==> src/rtl/fifo_rd_pkg.sv <==
// Shared types and constants for the FIFO read engine.
// FIFO_RD_TIMEOUT_EN (see fifo_reader) does not change anything in this package.
package fifo_rd_pkg;

    typedef enum logic [1:0] {
        IDLE,
        RUN,
        DRAIN,
        DONE
    } state_t;

    localparam int OBUF_DEPTH  = 3;
    localparam int ISSUE_LIMIT = OBUF_DEPTH - 1;

    function automatic logic [1:0] obuf_ptr_inc(input logic [1:0] p);
        return (p == 2'(OBUF_DEPTH - 1)) ? 2'd0 : p + 2'd1;
    endfunction

endpackage

==> src/rtl/fifo_reader_if.sv <==
// FIFO read port and downstream valid/ready stream, grouped for fifo_reader.
// master = the reader engine, slave = FIFO plus downstream consumer.
interface fifo_reader_if #(
    parameter int WIDTH = 8
);
    logic             fifo_rd_n;
    logic             fifo_empty;
    logic [WIDTH-1:0] fifo_dout;
    logic             m_valid;
    logic             m_ready;
    logic [WIDTH-1:0] m_data;

    modport master (
        output fifo_rd_n,
        input  fifo_empty,
        input  fifo_dout,
        output m_valid,
        output m_data,
        input  m_ready
    );

    modport slave (
        input  fifo_rd_n,
        output fifo_empty,
        output fifo_dout,
        input  m_valid,
        input  m_data,
        output m_ready
    );
endinterface

==> src/rtl/fifo_rd_obuf.sv <==
// Three-entry in-order output buffer between the FIFO read data and the stream.
// Overflow is prevented upstream by the issue limit, so push is not gated on full.
module fifo_rd_obuf
    import fifo_rd_pkg::*;
#(
    parameter int WIDTH = 8
) (
    input  logic             clk,
    input  logic             reset,
    input  logic             i_push,
    input  logic [WIDTH-1:0] i_din,
    input  logic             i_pop,
    output logic [1:0]       o_count,
    output logic             o_valid,
    output logic [WIDTH-1:0] o_data
);
    logic [WIDTH-1:0] r_mem [OBUF_DEPTH];
    logic [1:0]       r_rd_ptr;
    logic [1:0]       r_wr_ptr;
    logic [1:0]       r_count;
    logic             w_pop;

    assign w_pop   = i_pop && (r_count != 2'd0);
    assign o_count = r_count;
    assign o_valid = (r_count != 2'd0);
    assign o_data  = r_mem[r_rd_ptr];

    always_ff @(posedge clk) begin
        if (reset) begin
            r_rd_ptr <= '0;
            r_wr_ptr <= '0;
            r_count  <= '0;
        end else begin
            if (i_push) begin
                r_wr_ptr <= obuf_ptr_inc(r_wr_ptr);
            end
            if (w_pop) begin
                r_rd_ptr <= obuf_ptr_inc(r_rd_ptr);
            end
            case ({i_push, w_pop})
                2'b10:   r_count <= r_count + 2'd1;
                2'b01:   r_count <= r_count - 2'd1;
                default: r_count <= r_count;
            endcase
        end
    end

    always_ff @(posedge clk) begin
        if (i_push) begin
            r_mem[r_wr_ptr] <= i_din;
        end
    end

endmodule

==> src/rtl/fifo_reader.sv <==
// Pops `count` words from a synchronous FIFO and streams them out on valid/ready.
// Optional macro FIFO_RD_TIMEOUT_EN aborts a command after TIMEOUT_CYCLES empty cycles.
module fifo_reader
    import fifo_rd_pkg::*;
#(
    parameter int          WIDTH          = 8,
    parameter int          CNT_W          = 16,
    parameter int unsigned TIMEOUT_CYCLES = 64
) (
    input  logic             clk,
    input  logic             reset,
    input  logic             start,
    input  logic [CNT_W-1:0] count,
    output logic             busy,
    output logic             done,
    output logic             timeout,
    output logic [CNT_W-1:0] words_read,
    fifo_reader_if.master    bus
);
    state_t           r_state;
    state_t           w_next;
    logic [CNT_W-1:0] r_remaining;
    logic [CNT_W-1:0] r_words_read;
    logic             r_in_flight;
    logic [1:0]       w_buf_count;
    logic             w_issue;
    logic             w_start_acc;
    logic             w_pop;
    logic             w_to_hit;

    assign w_start_acc = (r_state == IDLE) && start;
    assign w_pop       = bus.m_valid && bus.m_ready;

    // Occupancy counts the word still in flight so a stalled stream can never overflow the buffer.
    assign w_issue = (r_state == RUN) && (r_remaining != '0) && !bus.fifo_empty
                     && (({1'b0, w_buf_count} + {2'b00, r_in_flight}) <= 3'(ISSUE_LIMIT))
                     && !reset;
    assign bus.fifo_rd_n = !w_issue;
    assign words_read    = r_words_read;

    fifo_rd_obuf #(
        .WIDTH(WIDTH)
    ) u_obuf (
        .clk    (clk),
        .reset  (reset),
        .i_push (r_in_flight),
        .i_din  (bus.fifo_dout),
        .i_pop  (bus.m_ready),
        .o_count(w_buf_count),
        .o_valid(bus.m_valid),
        .o_data (bus.m_data)
    );

`ifdef FIFO_RD_TIMEOUT_EN
    localparam int unsigned TO_W = $clog2(TIMEOUT_CYCLES + 1);
    logic [TO_W-1:0] r_to_cnt;
    logic            r_timeout;

    assign w_to_hit = (r_state == RUN) && (r_remaining != '0) && bus.fifo_empty
                      && (r_to_cnt == TO_W'(TIMEOUT_CYCLES - 1));
    assign timeout  = r_timeout;

    always_ff @(posedge clk) begin
        if (reset) begin
            r_to_cnt  <= '0;
            r_timeout <= 1'b0;
        end else begin
            if (w_start_acc || w_to_hit || !bus.fifo_empty) begin
                r_to_cnt <= '0;
            end else if ((r_state == RUN) && (r_remaining != '0)) begin
                r_to_cnt <= r_to_cnt + 1'b1;
            end
            if (w_start_acc) begin
                r_timeout <= 1'b0;
            end else if (w_to_hit) begin
                r_timeout <= 1'b1;
            end
        end
    end
`else
    logic [31:0] w_unused_timeout_cycles;

    assign w_unused_timeout_cycles = TIMEOUT_CYCLES;
    assign w_to_hit                = 1'b0;
    assign timeout                 = 1'b0;
`endif

    always_ff @(posedge clk) begin
        if (reset) begin
            r_state      <= IDLE;
            r_remaining  <= '0;
            r_words_read <= '0;
            r_in_flight  <= 1'b0;
        end else begin
            r_state     <= w_next;
            r_in_flight <= w_issue;
            if (w_start_acc) begin
                r_remaining <= count;
            end else if (w_to_hit) begin
                r_remaining <= '0;
            end else if (w_issue) begin
                r_remaining <= r_remaining - CNT_W'(1);
            end
            if (w_start_acc) begin
                r_words_read <= '0;
            end else if (w_pop && (r_words_read != '1)) begin
                r_words_read <= r_words_read + CNT_W'(1);
            end
        end
    end

    always_comb begin
        w_next = r_state;
        busy   = (r_state != IDLE);
        done   = 1'b0;
        case (r_state)
            IDLE: begin
                if (start) begin
                    w_next = (count != '0) ? RUN : DONE;
                end
            end
            RUN: begin
                if (w_to_hit || (r_remaining == '0)) begin
                    w_next = DRAIN;
                end
            end
            DRAIN: begin
                if (!r_in_flight && (w_buf_count == 2'd0)) begin
                    w_next = DONE;
                end
            end
            DONE: begin
                done   = 1'b1;
                w_next = IDLE;
            end
            default: w_next = IDLE;
        endcase
    end

endmodule

==> src/flat_wrapper.sv <==
// flat-port wrapper written by rule: the top's interface ports become plain ports
module fifo_reader_flat import fifo_rd_pkg::*;
#(
    parameter int          WIDTH          = 8,
    parameter int          CNT_W          = 16,
    parameter int unsigned TIMEOUT_CYCLES = 64
)
  (clk, reset, start, count, busy, done, timeout, words_read, bus_fifo_rd_n, bus_fifo_empty, bus_fifo_dout, bus_m_valid, bus_m_data, bus_m_ready);
  fifo_reader_if #(.WIDTH(WIDTH)) bus_i ();
  input  logic clk;
  input  logic reset;
  input  logic start;
  input  logic [CNT_W-1:0] count;
  output logic busy;
  output logic done;
  output logic timeout;
  output logic [CNT_W-1:0] words_read;
  output wire logic [$bits(bus_i.fifo_rd_n)-1:0] bus_fifo_rd_n;
  input wire logic [$bits(bus_i.fifo_empty)-1:0] bus_fifo_empty;
  input wire logic [$bits(bus_i.fifo_dout)-1:0] bus_fifo_dout;
  output wire logic [$bits(bus_i.m_valid)-1:0] bus_m_valid;
  output wire logic [$bits(bus_i.m_data)-1:0] bus_m_data;
  input wire logic [$bits(bus_i.m_ready)-1:0] bus_m_ready;
  assign bus_fifo_rd_n = bus_i.fifo_rd_n;
  assign bus_i.fifo_empty = bus_fifo_empty;
  assign bus_i.fifo_dout = bus_fifo_dout;
  assign bus_m_valid = bus_i.m_valid;
  assign bus_m_data = bus_i.m_data;
  assign bus_i.m_ready = bus_m_ready;
  fifo_reader #(.WIDTH(WIDTH), .CNT_W(CNT_W), .TIMEOUT_CYCLES(TIMEOUT_CYCLES)) u_core (.clk(clk), .reset(reset), .start(start), .count(count), .busy(busy), .done(done), .timeout(timeout), .words_read(words_read), .bus(bus_i));
endmodule
==> config.mk <==
export PLATFORM = sky130hd
export DESIGN_NAME = fifo_reader_flat
export DESIGN_NICKNAME = d
export VERILOG_FILES = /design/src/rtl/fifo_rd_pkg.sv /design/src/rtl/fifo_reader_if.sv /design/src/rtl/fifo_rd_obuf.sv /design/src/rtl/fifo_reader.sv /design/src/flat_wrapper.sv
export SDC_FILE = /design/constraint.sdc
export NUM_CORES = 1
export LEC_CHECK = 0
export ABC_AREA = 1
export BUFFER_PORTS_ARGS = -buffer_cell sky130_fd_sc_hd__buf_2
export CORE_MARGIN = 1.5
export CORE_UTILIZATION = 33
export DETAILED_ROUTE_END_ITERATION = 8
export SYNTH_ARGS = -nofsm -noshare
export SYNTH_HDL_FRONTEND = slang
export SYNTH_SLANG_ARGS = --single-unit
export TNS_END_PERCENT = 30
==> constraint.sdc <==
create_clock -name clk -period 2.5 [get_ports clk]
set_input_delay 0.75 -clock clk [delete_from_list [all_inputs] [get_ports clk]]
set_output_delay 0.75 -clock clk [all_outputs]
set_load 0.05 [all_outputs]
==> qor.txt, run 1 <==
CTS tree: yes
Clock Path Buffers: 2
final hold vios: 0
Final ANT Viol Nets: 0
clock transition at the registers of the reported paths: 0.08 ns
Critical Path AT: 1.71 ns
DR DRC count: 0
core footprint: 0.0108 mm^2
Hold Path Class: reg -> reg
global-route wire length before repair: 14600 um
Crit Path Max Fanout: 2
Final Max Tran Viols: 0
Req. time, crit path: 1.75 ns
top-level port count: 58
Synth Net Count: 527
CP dominant cell by count: ha_4
RSZ-0062 raised after global routing: yes
Netlist Area Pre-Place: 0.00365 mm^2
Cells after Synth: 487
min cycle time layout: 2.46 ns
Design Power: 0.00416 W
final std cell area, no fill: 0.00432 mm^2
status: finished, final reports clean
layout cells sized above 1: 21.3%
Num CTS Buffers: 9
count of clock tree sinks: 67
dpl hpwl: 6260 um
Max stage delay on crit path: 0.37 ns
grt ovf: 0
clock latency at the later pin of the worst-skew pair: 0.35 ns
worst vdd ir: 0.375 mV
post-route clock period utilization: 98.4%
slew at the pin with the worst max-slew slack: 0.611 ns
vias in the first global route: 3183
max-cap violation count: 0
Area after DPL: 0.00406 mm^2
crit-path leading delay family: adder cells
GRT Util Overall: 15.8%
area grow syn2layout: 18.3%
Nets: 590
final WL: 8740 um
initial drt markers: 159
final setup violation count: 0
hold slack: 0.488 ns
Critical Path Source Type: flip-flop
leakage: 1.87 nW
deepest level of the CTS H-tree: 3
Die Span Y: 108 um
DR WL/cell: 12.6 um
highest-count cells in the layout ignoring fill and taps: nand2_1 (109), nor2_1 (77), buf_2 (55), inv_1 (47)
Die Wd: 108 um
PD cells: 963 mW/mm^2
Initial Util: 33.7%
CTS Root Cell: clkbuf_8
Die Area: 0.0117 mm^2
RD Place Congestion: 0.842
library cells used by synthesis: 36
CP Buf/Inv Count: 2
register area share after synthesis: 43.3%
Final Skew: 0.0117 ns
pin count of the biggest net entering global routing: 27
Yosys warning count: 0
worst setup path class: reg -> out
Final Core Density: 39.9%
diode count: 0
initial antenna violation count: 0
crit end category: output port
CP cell instances: ha_4, inv_4, ha_4, nand3b_1, a21oi_2, nand3_2, buf_8
crit path max-delay cell type: dfxtp_4
Peak Freq: 0.407 GHz
register bit total from synthesis: 67
slack of the critical path: 0.0406 ns
First-pass DRT Iterations: 5
Port Buf Inserts: 56
most common cell after layout, fill and taps aside: nand2_1
pre-CTS setup slack: 0.102 ns
Avg Synthesized Cell Area: 7.50 um^2
row count: 38
Slew HR: 59.2%
Via density: 4.80
Via Count: 3334
hold_buf cts: 0
-- path summary, 6_finish.rpt --
kind	slack, ns	cells past startpoint	endpoint	startpoint
min reg2reg	0.49	2	flip-flop	u_core.u_obuf.r_rd_ptr[1]$_SDFFE_PP0N_
max reg2reg	0.42	12	u_core.r_remaining[0]$_SDFFE_PP0P_	u_core.r_in_flight$_SDFF_PP0_
max	0.04	7	bus_fifo_rd_n	u_core.r_in_flight$_SDFF_PP0_
min	0.49	2	flip-flop	u_core.u_obuf.r_rd_ptr[1]$_SDFFE_PP0N_
-- metal layers --
metal / part of all wire (%) / GRT usage (%) / wire (um)
met5: 0 / 0 / 0
met4: 0.65 / 3.76 / 57
met3: 5.2 / 4.64 / 455
met2: 49 / 27.4 / 4240
met1: 46 / 19.3 / 3980
-- area by class of cell --
| type | instances | area, um^2 |
|---|---|---|
| clock buffers | 9 | 124 |
| clock inverters | 7 | 75.1 |
| fillers | 1124 | 6520 |
| inverters | 49 | 186 |
| multi-input cells | 357 | 1810 |
| flip-flops and latches | 67 | 1590 |
| well taps | 140 | 175 |
| repair buffers | 66 | 365 |
-- what timing repair did --
action	in CTS	in global routing
endpoints found under the setup margin	1	1
gates resized for setup	9	2
setup buffers	3	0
pin swaps	5	2
-- worst register-to-register path, delay by kind of cell, from the launching register on --
family	cells	cell delay, ns
buffers and inverters	4	0.51
AND/OR/NAND/NOR	5	0.55
AO/OA/AOI/OAI	1	0.15
adder cells (fa/ha/maj)	2	0.39
flip-flops	1	0.37
-- cell families after synthesis --
family	count (synthesis)	share of synthesized area [%]
other cells	1	0.103
flops	67	43.3
xor+xnor	8	1.92
mux	1	0.274
fa+ha+maj	11	3.77
buf+inv	63	7.91
compound gates	72	11.2
simple gates	264	31.6
-- cells in the mapped netlist --
library cell | count | area [um^2]
or2_2 | 3 | 18.8
or2_1 | 1 | 6.26
nor2_1 | 77 | 289
or2_0 | 1 | 6.26
a21oi_1 | 39 | 195
o211a_1 | 1 | 10.0
nor3_2 | 1 | 10.0
nand4_1 | 3 | 18.8
xor2_1 | 5 | 43.8
inv_2 | 1 | 3.75
mux2i_1 | 1 | 10.0
nand3b_1 | 1 | 7.51
nand3_2 | 3 | 30.0
nor2_2 | 3 | 18.8
edfxtp_1 | 24 | 721
buf_12 | 1 | 20.0
nand2_2 | 8 | 50.1
nor3_1 | 10 | 50.1
o21ai_0 | 20 | 100
nand3_1 | 41 | 205
o21bai_1 | 1 | 7.51
nand2_4 | 1 | 11.3
buf_6 | 4 | 45.0
nand2_1 | 109 | 409
clkbuf_1 | 6 | 22.5
buf_2 | 2 | 10.0
conb_1 | 1 | 3.75
a211oi_1 | 1 | 7.51
xnor2_1 | 3 | 26.3
and2_1 | 1 | 6.26
inv_1 | 48 | 180
a21oi_2 | 10 | 87.6
nor3_4 | 1 | 16.3
buf_4 | 1 | 7.51
ha_1 | 11 | 138
dfxtp_1 | 43 | 861
-- state kept, by name, indices dropped and copies added (netlist names), named ones only --
register	cells
u_core.r_in_flight	1
u_core.r_remaining	16
u_core.r_state	2
u_core.u_obuf.o_count	2
u_core.u_obuf.r_mem	24
u_core.u_obuf.r_rd_ptr	2
u_core.u_obuf.r_wr_ptr	2
u_core.words_read	16
-- report_power, final --
group	internal, W	switching [W]	total [W]
clock network	0.000467	0.000442	0.000909
registers	0.00127	0.000146	0.00142
logic	0.000572	0.00126	0.00183
total	0.00231	0.00185	0.00416
-- per-stage QoR --
| step | setup TNS [ns] | cells |
|---|---|---|
| after global routing | -0.0530 | 695 |
| after detailed placement | 0 | 676 |
| after floorplan | 0 | 487 |
| final | 0 | 695 |
| after global placement | 0 | 676 |
| after CTS | 0 | 695 |
Note: power is estimated with default switching activity, not from simulation.
==> run 2, diff against run 1 <==
--- a/config.mk
+++ b/config.mk
@@ -5,7 +5,6 @@
 export SDC_FILE = /design/constraint.sdc
 export NUM_CORES = 1
 export LEC_CHECK = 0
-export ABC_AREA = 1
 export BUFFER_PORTS_ARGS = -buffer_cell sky130_fd_sc_hd__buf_2
 export CORE_MARGIN = 1.5
 export CORE_UTILIZATION = 33
==> run 2 against run 1 <==
  * The run now ends with setup timing left
  * Routed wire length shrank 3.2%
  * Synthesized area shrank 7.8%
  * Largest cell class unchanged
  * Sequential share of layout area grew 1.3 points
  * Power shrank 12%
  * Utilization grew 2.7 points
  * Largest power group unchanged
  * First-iteration DRC count shrank 30%
  * Critical path depth shrank 2
  * Critical endpoint unchanged
==> qor.txt, run 2 <==
status: finished, violations left
failing checks: setup timing
Fill cells: 1014
met2 Use GR: 25.6%
Final ANT Viol Nets: 0
Hold Path Class: reg -> reg
register area share after synthesis: 46.9%
Synth Net Count: 395
crit end category: output port
CTS tree: yes
register area: 0.00159 mm^2
Die Wd: 104 um
Yosys top cell by area: dfxtp_1
grt ovf: 0
library cells used by synthesis: 45
Sw Share: 39.5%
commonest cells in the netlist: dfxtp_1 (43), nor2_1 (26), edfxtp_1 (24)
area grow syn2layout: 24.0%
clock power share: 22.4%
Die Area: 0.0108 mm^2
Req. time, crit path: 1.75 ns
pin count of the biggest net entering global routing: 27
worst vdd ir: 0.422 mV
Yosys warning count: 0
most frequent cell after synthesis: dfxtp_1
Die Span Y: 104 um
EDFF count, synth: 24
layout cells sized above 1: 29.5%
PD cells: 873 mW/mm^2
Nets: 469
RSZ-0062 raised after global routing: yes
min cycle time layout: 2.60 ns
clock transition at the registers of the reported paths: 0.08 ns
max-cap violation count: 0
Top reg by flops: u_core.u_obuf.r_mem
count of clock tree sinks: 67
hold slack: 0.503 ns
Cells after Synth: 355
leakage: 1.50 nW
GRT Util Overall: 15.8%
CTS Root Cell: clkbuf_8
Sequential Power Share: 38.1%
highest-count cells in the layout ignoring fill and taps: buf_2 (55), dfxtp_1 (37), buf_4 (30), nor2_1 (25), edfxtp_1 (24)
most common cell after layout, fill and taps aside: buf_2
grt met3 use: 3.76%
routing usage on met1: 20.9%
internal power: 0.00221 W
Via Count: 3063
final setup violation count: 1
vias in the first global route: 2877
Final Skew: 0.00844 ns
final WL: 8460 um
Largest register FFs: 24
Port Buf Inserts: 56
initial drt markers: 111
core footprint: 0.00982 mm^2
hold_buf cts: 0
Final Max Tran Viols: 0
final hold vios: 0
dpl hpwl: 6090 um
DR DRC count: 0
Critical Path Source Type: flip-flop
DR WL/cell: 14.9 um
slack of the critical path: -0.101 ns
area occupied by multi-input gates: 0.00167 mm^2
Critical Path AT: 1.85 ns
initial antenna violation count: 0
Placed Instances: 550
Area contributors post-synth: dfxtp_1 (26%), edfxtp_1 (21%), or4_1 (5.1%), ha_1 (4.1%), a311oi_1 (3.9%)
Final Non-Filler Cells: 567
Avg Synthesized Cell Area: 9.49 um^2
Num CTS Buffers: 9
RD Place Congestion: 0.869
Netlist Area Pre-Place: 0.00337 mm^2
Post-synth ARST share: 0%
Crit Path Max Fanout: 4
Clock Path Buffers: 2
Via density: 5.40
register bit total from synthesis: 67
deepest level of the CTS H-tree: 3
Initial Util: 34.3%
Slew HR: 49.7%
row count: 36
combinational share of power: 39.5%
global-route wire length before repair: 14000 um
worst setup path class: reg -> out
post-route clock period utilization: 104%
switching power: 0.00144 W
Synth top area share: 25.5%
clock latency at the later pin of the worst-skew pair: 0.34 ns
First-pass DRT Iterations: 4
Post-synth top flop: dfxtp_1
top-level port count: 58
diode count: 0
GR peak layer: met2
Final Core Density: 42.6%
Peak Freq: 0.385 GHz
slew at the pin with the worst max-slew slack: 0.752 ns
pre-CTS setup slack: 0.0423 ns
==> run 2: area by class of cell <==
| type | count | share of cell area, % |
|---|---|---|
| Sequential cell | 67 | 38.0 |
| Inverter | 16 | 1.44 |
| Tap cell | 133 | 3.98 |
| Multi-Input combinational cell | 249 | 40.0 |
| Clock buffer | 9 | 2.96 |
| Clock inverter | 7 | 1.26 |
| Timing Repair Buffer | 86 | 12.3 |
==> run 2: logic make-up (layout without fill, tap and decap cells) <==
family	after synthesis	count (layout)	share of synthesized area (%)
AO/OA/AOI/OAI	88	88	17.8
XOR/XNOR	2	2	0.520
adder cells (fa/ha/maj)	11	11	4.08
buffers and inverters	39	118	4.75
flip-flops	67	67	46.9
multiplexers	8	8	2.38
other	1	1	0.111
AND/OR/NAND/NOR	139	139	23.4
==> run 2: worst max-delay path, stage by stage, from the launching register on <==
cell and delay, ns:
dfxtp_2 0.33, or4_4 0.57, nor4_4 0.32, nor2_2 0.08, inv_2 0.07, buf_8 0.14
==> run 2: power by group through the flow <==
| stage | combinational (W) | clock (W) | sequential, W |
|---|---|---|---|
| after CTS | 0.00142 | 0.000844 | 0.00138 |
| after floorplan | 0.000959 | 0 | 0.00139 |
| after global routing | 0.00158 | 0.000894 | 0.00140 |
| after detailed placement | 0.00136 | 0 | 0.00140 |
| after global placement | 0.00135 | 0 | 0.00139 |
| final | 0.00144 | 0.000819 | 0.00139 |
==> run 2: stage by stage <==
step	area, um^2	setup TNS [ns]	power (W)
2_1_floorplan	3370	-1.00	0.00235
3_3_place_gp	3930	0	0.00274
3_5_place_dp	3930	0	0.00276
4_1_cts	4160	-0.133	0.00365
5_1_grt	4180	-0.208	0.00388
6_report	4180	-0.101	0.00365
==> run 2: repair_timing <==
action / 4_1_cts / 5_1_grt
setup endpoints to repair: 1 / 2
setup buffers: 1 / 0
resized for setup: 11 / 8
pin swaps: 2 / 2
==> run 2: metal layers <==
layer | part of all wire, % | vias to the layer above
li1 | - | 1518
met1 | 47 | 1449
met2 | 47 | 85
met3 | 4.8 | 11
met4 | 1.0 | 0
met5 | 0 | -
==> run 2: final timing paths <==
kind	startpoint	endpoint	slack [ns]	cells after the start
setup reg to reg	u_core.r_remaining[5]$_SDFFE_PP0P_	u_core.r_remaining[11]$_SDFFE_PP0P_	0.13	5
hold / removal	u_core.words_read[6]$_SDFFE_PP0P_	u_core.words_read[6]$_SDFFE_PP0P_	0.50	1
hold reg to reg	u_core.words_read[6]$_SDFFE_PP0P_	u_core.words_read[6]$_SDFFE_PP0P_	0.50	1
setup / recovery	u_core.r_remaining[5]$_SDFFE_PP0P_	bus_fifo_rd_n	-0.10	5
